<file path="config.mk">
export PLATFORM = sky130hd
export DESIGN_NAME = pipe_hazard_ctrl
export DESIGN_NICKNAME = d
export VERILOG_FILES = /design/src/rtl/pipe_hazard_ctrl.sv
export SDC_FILE = /design/constraint.sdc
export NUM_CORES = 1
export LEC_CHECK = 0
export ABC_CLOCK_PERIOD_IN_PS = 4200
export BUFFER_PORTS_ARGS = -buffer_cell sky130_fd_sc_hd__clkbuf_2
export CAP_MARGIN = 30
export CORE_MARGIN = 8
export CORE_UTILIZATION = 60
export DETAILED_ROUTE_END_ITERATION = 12
export PLACE_DENSITY = 0.92
export SETUP_SLACK_MARGIN = 0.05
export SYNTH_ARGS = -nofsm -noshare
export SYNTH_HDL_FRONTEND = slang
export SYNTH_SLANG_ARGS = --single-unit
</file>
<file path="constraint.sdc">
create_clock -name clk -period 4.2 [get_ports clk]
set_clock_uncertainty 0.05 [all_clocks]
set_input_delay 0.21 -clock clk [delete_from_list [all_inputs] [get_ports clk]]
set_output_delay 0.21 -clock clk [all_outputs]
set_load 0.02 [all_outputs]
</file>
<file path="src/rtl/pipe_hazard_ctrl.sv">
`default_nettype none
// ---------------------------------------------------------------------------
// pipe_hazard_ctrl : decode-side scoreboard, stall/flush/bubble control  (rev 1.0)
// ---------------------------------------------------------------------------
module pipe_hazard_ctrl #(
  parameter int NREG      = 64,
  parameter int FLUSH_CYC = 2,
  parameter int CNT_W     = 16
) (
  input  logic             clk,
  input  logic             rst_n,
  input  logic             id_valid,
  input  logic [31:0]      id_inst,
  input  logic             wb_rw,
  input  logic [5:0]       wb_rd,
  input  logic             br_taken,
  input  logic             mem_busy,
  output logic             svpc,
  output logic             if_stall,
  output logic             id_stall,
  output logic             id_flush,
  output logic             ex_bubble,
  output logic             issue,
  output logic [CNT_W-1:0] stall_cnt
);

  localparam logic [3:0] OP_ST   = 4'b0011;
  localparam logic [3:0] OP_ADD  = 4'b0100;
  localparam logic [3:0] OP_INC  = 4'b0101;
  localparam logic [3:0] OP_NEG  = 4'b0110;
  localparam logic [3:0] OP_SUB  = 4'b0111;
  localparam logic [3:0] OP_J    = 4'b1000;
  localparam logic [3:0] OP_BRZ  = 4'b1001;
  localparam logic [3:0] OP_JM   = 4'b1010;
  localparam logic [3:0] OP_BRN  = 4'b1011;
  localparam logic [3:0] OP_LD   = 4'b1110;
  localparam logic [3:0] OP_SVPC = 4'b1111;

  typedef enum logic [1:0] {S_RUN, S_HAZ, S_FLUSH} state_t;

  state_t            state_q, state_d;
  logic [2:0]        flush_ctr_q, flush_ctr_d;
  logic [NREG-1:0]   pend_q, pend_d;
  logic [CNT_W-1:0]  stall_cnt_q, stall_cnt_d;

  logic [3:0] w_op;
  logic [5:0] w_rd, w_rs, w_rt;
  logic       w_wr, w_rs_rd, w_rt_rd, w_hazard, w_cnt_inc;
  logic       unused_inst;

  assign w_op        = id_inst[31:28];
  assign w_rd        = id_inst[27:22];
  assign w_rs        = id_inst[21:16];
  assign w_rt        = id_inst[15:10];
  assign unused_inst = ^id_inst[9:0];
  assign svpc        = (w_op == OP_SVPC);

  always_comb begin
    w_wr    = 1'b0;
    w_rs_rd = 1'b0;
    w_rt_rd = 1'b0;
    case (w_op)
      OP_SVPC:                        w_wr = 1'b1;
      OP_LD:                          begin w_wr = 1'b1; w_rs_rd = 1'b1; end
      OP_INC, OP_NEG:                 begin w_wr = 1'b1; w_rs_rd = 1'b1; end
      OP_ADD, OP_SUB:                 begin w_wr = 1'b1; w_rs_rd = 1'b1; w_rt_rd = 1'b1; end
      OP_ST:                          begin w_rs_rd = 1'b1; w_rt_rd = 1'b1; end
      OP_J, OP_BRZ, OP_JM, OP_BRN:    w_rs_rd = 1'b1;
      default: ;
    endcase
  end

  // Registered pend only: a same-cycle writeback clear releases the stall next cycle.
  assign w_hazard = id_valid & ((w_rs_rd & pend_q[w_rs]) |
                                (w_rt_rd & pend_q[w_rt]) |
                                (w_wr    & pend_q[w_rd]));

  always_comb begin
    state_d     = state_q;
    flush_ctr_d = flush_ctr_q;
    if_stall    = 1'b0;
    id_stall    = 1'b0;
    id_flush    = 1'b0;
    ex_bubble   = 1'b0;
    issue       = 1'b0;
    w_cnt_inc   = 1'b0;

    if (br_taken) begin
      state_d     = (FLUSH_CYC > 1) ? S_FLUSH : S_RUN;
      flush_ctr_d = 3'(FLUSH_CYC - 1);
    end else if (mem_busy) begin
      state_d     = state_q;
    end else if (state_q == S_FLUSH) begin
      if (flush_ctr_q <= 3'd1) begin
        state_d     = S_RUN;
        flush_ctr_d = 3'd0;
      end else begin
        flush_ctr_d = flush_ctr_q - 3'd1;
      end
    end else begin
      state_d = w_hazard ? S_HAZ : S_RUN;
    end

    if (state_q == S_FLUSH || br_taken) begin
      id_flush  = 1'b1;
      ex_bubble = 1'b1;
    end else if (mem_busy) begin
      if_stall  = 1'b1;
      id_stall  = 1'b1;
    end else if (w_hazard) begin
      if_stall  = 1'b1;
      id_stall  = 1'b1;
      ex_bubble = 1'b1;
      w_cnt_inc = 1'b1;
    end else begin
      issue     = id_valid;
    end
  end

  always_comb begin
    pend_d = pend_q;
    if (wb_rw)         pend_d[wb_rd] = 1'b0;
    if (issue && w_wr) pend_d[w_rd]  = 1'b1;
  end

  always_comb begin
    stall_cnt_d = stall_cnt_q;
    if (w_cnt_inc && stall_cnt_q != {CNT_W{1'b1}})
      stall_cnt_d = stall_cnt_q + CNT_W'(1);
  end

  always_ff @(posedge clk or negedge rst_n) begin
    if (!rst_n) begin
      state_q     <= S_RUN;
      flush_ctr_q <= 3'd0;
      pend_q      <= '0;
      stall_cnt_q <= '0;
    end else begin
      state_q     <= state_d;
      flush_ctr_q <= flush_ctr_d;
      pend_q      <= pend_d;
      stall_cnt_q <= stall_cnt_d;
    end
  end

  assign stall_cnt = stall_cnt_q;

endmodule
`default_nettype wire

</file>
After elaboration in Yosys (flattened, before gate mapping)
Index checks and enable logic that the tools add are counted.
{ "op_classes": {"n_lt_le_gt_ge": 7, "n_bitwise": 9, "addsub": 2, "eq_ne": 15, "mux": 34, "reduce_logical": 11} }
{ "op_table": {"columns": ["op", "n"], "rows": [
  ["2-to-1 mux 64 bit", 2],
  ["AND 64 bit", 1],
  ["NOT 64 bit", 1],
  ["bitwise OR 64 bit", 1],
  ["less-than comparator 6 x 7 -> 1 bit (second input constant)", 4],
  ["== test 4 bit (second input constant)", 6],
  ["2-to-1 mux 1 bit", 19],
  ["binary-select mux 1 bit (select 6 bit)", 3],
  ["adder 16 x 1 -> 16 bit (second input constant)", 1],
  ["== test 4 x 3 -> 1 bit (second input constant)", 4],
  ["inequality test 16 bit (second input constant)", 1],
  ["demux 1 bit (select 6 bit)", 2],
  [">= comparator 6 x 1 -> 1 bit (second input constant)", 2],
  ["2-to-1 mux 3 bit", 4],
  ["OR reduction 10 bit", 1],
  ["2-to-1 mux 2 bit", 4],
  ["OR reduction 6 bit", 1],
  ["AND 1 bit", 4],
  ["== test 4 x 2 -> 1 bit (second input constant)", 1],
  ["logical AND 1 bit", 4],
  ["AND reduction 2 bit", 2],
  ["less-or-equal comparator 3 x 1 -> 1 bit (second input constant)", 1],
  ["inequality test 3 x 2 -> 1 bit (second input constant)", 1],
  ["OR reduction 3 bit", 1],
  ["other kinds (6)", 7]
]} }
{ "word_totals": {"in_bits": 44, "register_bits": 85} }

Longest topological paths before layout
{ "logic_depth": {"depth_word": 12, "depth_mapped": 12, "depth_no_buf": 8} }

Least setup slack after synthesis
No wires, ideal clock.
{ "synth_path": {"path_kind": "input port to flip-flop", "startpoint": "input port id_inst[16]", "endpoint": "register stall_cnt_q[7] (netlist: stall_cnt[7])", "t_arrival_ns": 2.647, "path_stages": 11, "slack_ns": 1.369, "n_path_buf": 3, "setup_time_ns": 0.134, "path_cell_list": "buf_2 > buf_2 > mux4_2 > mux2i_1 > a21oi_1 > o211ai_1 > o211ai_2 > a22oi_1 > buf_2 > nor3_1 > xor2_1"} }
{ "synth_via": {"elab_chain_cells": 10} }
{ "synth_rtl": {"columns": ["item", "line", "source"], "rows": [
  ["from (decl)", "13", "input logic [31:0] id_inst,"],
  ["binary-select mux 1 bit (select 6 bit)", "74", "assign w_hazard = id_valid & ((w_rs_rd & pend_q[w_rs]) |"],
  ["2-to-1 mux 1 bit (not written as such)", "74", null],
  ["AND 1 bit", "74", null],
  ["bitwise OR 1 bit", "74", null],
  ["bitwise OR 1 bit", "75", "(w_rt_rd & pend_q[w_rt]) |"],
  ["AND 1 bit", "74", null],
  ["2-to-1 mux 1 bit", "110", "end else if (w_hazard) begin"],
  ["2-to-1 mux 1 bit", "107", "end else if (mem_busy) begin"],
  ["2-to-1 mux 1 bit", "104", "if (state_q == S_FLUSH || br_taken) begin"],
  ["logical AND 1 bit", "128", "if (w_cnt_inc && stall_cnt_q != {CNT_W{1'b1}})"],
  ["to (signal assigned)", "142", "stall_cnt_q <= stall_cnt_d;"],
  ["to (decl)", "44", "logic [CNT_W-1:0] stall_cnt_q, stall_cnt_d;"]
]} }
No other way between the ends. The select of a mux whose other input is x is not followed.
A chain may end at the register's enable or synchronous reset.

Final worst setup path
{ "layout_path": {"startpoint": "register pend_q[13]", "endpoint": "register pend_q[52]"} }
{ "layout_via": {"elab_chain_cells": 11} }
{ "layout_rtl": {"columns": ["item", "line", "source"], "rows": [
  ["from (decl)", "43", "logic [NREG-1:0] pend_q, pend_d;"],
  ["from (signal assigned)", "141", "pend_q <= pend_d;"],
  ["binary-select mux 1 bit (select 6 bit) (on tied branches)", "74, 75", null],
  ["2-to-1 mux 1 bit (on tied branches)", "74, 75", null],
  ["AND 1 bit (on tied branches)", "74, 75", null],
  ["bitwise OR 1 bit", "74", null],
  ["bitwise OR 1 bit (*)", "75", null],
  ["AND 1 bit (*)", "74", null],
  ["2-to-1 mux 1 bit (*)", "110", null],
  ["2-to-1 mux 1 bit (*)", "107", null],
  ["2-to-1 mux 1 bit (*)", "104", null],
  ["logical AND 1 bit (*)", "123", "if (issue && w_wr) pend_d[w_rd] = 1'b1;"],
  ["2-to-1 mux 64 bit (*)", "123", null],
  ["named net pend_d[52]", "43", null]
]} }
Mark *: on every way through the listed nets, which the timed path passes. The rest lies on a longest branch. The select of a mux whose other input is x is not followed.

==> impl_metrics.json <==
{
  "grt-ovfl-total": 0,
  "syn_nets": 617,
  "end_kind": "flop",
  "cp_max_fo": 16,
  "die_h_um": 112,
  "wire_per_inst_um": 24.0,
  "first_global_vias": 5129,
  "reg2reg_slack_ps": 870,
  "ff2ff_path_depth": 8,
  "synth_edf_count": 0,
  "p_leak_nw": 2.57,
  "clock_latency_ps": 370,
  "clockPowerShare": 0.350,
  "place_hpwl_um": 12000,
  "grt_first_pass_wirelength_um": 26600,
  "nNetsFinal": 646,
  "synth_area_per_cell_um2": 9.77,
  "status": "finished, final reports clean",
  "post_drt_via_cell_ratio": 7.43,
  "num_rows": 35,
  "setup_viol": 0,
  "grt.total_usage": 0.268,
  "p_int_w": 0.00122,
  "p_per_area_nw_per_um2": 287,
  "cp-start-kind": "flop",
  "coreArea_um2": 9110,
  "hold_path.class": "input pin to flop",
  "cap_viol_max_count": 0,
  "power_frac_seq": 0.498,
  "start_util": 0.611,
  "final-max-slew-violation-count": 0,
  "dr.pass1.iters": 6,
  "cp.arrival_ps": 3560,
  "cts_max_path_buffers": 2,
  "fp.dieArea_um2": 12600,
  "synth_top_area_frac": 0.382,
  "port_buffers": 55,
  "clk_pin_slew_ps": 90,
  "final_common_cell": "o21ai_0",
  "drive_gt1_frac": 0.199,
  "fmax_ghz": 0.300,
  "drt_iter0_drc": 965,
  "sw_frac_of_total": 0.297,
  "vias": 5316,
  "synthCells": 570,
  "drc": 0,
  "fin_hold_ws_ps": 22.2,
  "die_width_um": 112,
  "finalHoldViolCount": 0,
  "ys_seq_area_frac": 0.382,
  "hold_depth": 2,
  "ant_nets": 0,
  "yosysTopAreaCell": "dfrtp_1",
  "setup-tns-final_ps": 0,
  "period_minus_slack_ps": 3330,
  "area_growth_pct": 8.36,
  "syn_area_um2": 5570,
  "synth.distinct_cells": 60,
  "peakVddDrop_v": 0.000200,
  "ys_ff_latch": 85,
  "cts_resized": 0,
  "cts_buffers": 9,
  "gp_congestion": 1.03,
  "antenna_cells": 0,
  "grt_max_degree": 67,
  "synthTopCellsByArea": "dfrtp_1 (38%), o21ai_0 (12%), mux4_2 (11%)",
  "relSlewSlack": 0.456,
  "ys.flop_type": "dfrtp_1",
  "comb_power_share": 0.153,
  "worstSetupPathType": "flop to flop",
  "yosys_warnings": 0,
  "worstMarginPinSlew_ps": 813,
  "cp.required_ps": 4420,
  "p_switching_w": 0.000513,
  "htreeDepth": 3,
  "async_flop_share": 1.00,
  "cts_tree": "built",
  "antenna_found_initial": 0,
  "grt_setup_unrepaired": "no",
  "io_pins": 66,
  "postRouteWirelength_um": 17100,
  "cts_root_buf": "clkbuf_8",
  "cts_sinks": 85,
  "fin_crit_sh": 0.794,
  "final_cell_mix": "o21ai_0 (132), dfrtp_1 (85), clkbuf_2 (54)"
}
-- power by group through the flow --
stage / Sequential [W] / Clock (W) / Combinational, W
after CTS: 0.000859 / 0.000612 / 0.000258
final: 0.000861 / 0.000605 / 0.000264
after detailed placement: 0.000876 / 0 / 0.000256
after global placement: 0.000875 / 0 / 0.000242
after global routing: 0.000863 / 0.000642 / 0.000283
after floorplan: 0.000879 / 0 / 0.000156
-- routing by layer --
metal / vias up / track usage / part of all wire
li1: 2232 / - / -
met1: 2536 / 0.323 / 0.36
met2: 450 / 0.418 / 0.45
met3: 98 / 0.0794 / 0.14
met4: 0 / 0.158 / 0.049
met5: - / 0 / 0
-- synthesized netlist by cell type, drive strengths merged (4+ instances only) --
cell	count
o21ai	137
dfrtp	85
nand2	35
mux4	30
nor2	26
buf	25
mux2i	25
nand3	24
clkbuf	15
xor2	14
a221oi	11
inv	11
mux2	11
nor2b	11
nor3	11
a21oi	8
nand2b	7
nand4	7
nor4	7
a22oi	6
nand3b	6
and3	5
nor3b	5
nand4b	4
o211ai	4
-- sequential cells by signal, summed over array words and instances (netlist names) --
register     flops
stall_cnt       16
pend_q          64
flush_ctr_q      3
state_q          2
-- worst paths after layout --
path | from | end
max | pend_q[13]$_DFF_PN0_ | pend_q[52]$_DFF_PN0_
min | br_taken | flush_ctr_q[2]$_DFFE_PN0P_
max reg2reg | pend_q[13]$_DFF_PN0_ | pend_q[52]$_DFF_PN0_
min reg2reg | stall_cnt[6]$_DFFE_PN0P_ | stall_cnt[6]$_DFFE_PN0P_
max in group asynchronous | rst_n | pend_q[56]$_DFF_PN0_
min in group asynchronous | rst_n | stall_cnt[2]$_DFFE_PN0P_
-- worst max-delay path, cell delays in order (launching register included) --
cell and delay (ps):
dfrtp_1 430, mux4_1 510, mux2_2 290, a211o_1 290
o211ai_1 200, o211ai_2 160, nor4_4 590, nand3b_2 370
o21ai_0 340
-- cell type report --
class | instances | area (um2)
multi-input cells | 434 | 3200
fillers | 717 | 3080
flip-flops and latches | 85 | 2130
repair buffers | 58 | 323
clock buffers | 11 | 141
well taps | 111 | 139
clock inverters | 5 | 60.1
inverters | 11 | 41.3
-- repair_timing --
item                                   in CTS  in global routing
endpoints found under the hold margin      19                  0
setup buffers                               0                  0
hold buffers                                1                  0
-- through the flow --
step                worst slack (ps)  power [W]  utilization  area, um2  instances
floorplan                       1370    0.00103            -       5570        570
global placement                 812    0.00112        0.636       5790        697
detailed placement               669    0.00113        0.639       5820        698
CTS                              953    0.00173        0.662       6030        715
global route                     789    0.00179        0.662       6030        715
finish                           866    0.00173        0.662       6030        715
-- kinds of logic after synthesis --
| group | count (synthesis) | share of synthesized area |
|---|---|---|
| buf+inv | 51 | 0.0429 |
| fa+ha+maj | 3 | 0.00674 |
| compound gates | 190 | 0.198 |
| xor+xnor | 15 | 0.0236 |
| simple gates | 160 | 0.156 |
| mux | 66 | 0.191 |
| flops | 85 | 0.382 |
No activity file was read; power rests on OpenSTA's default activity.
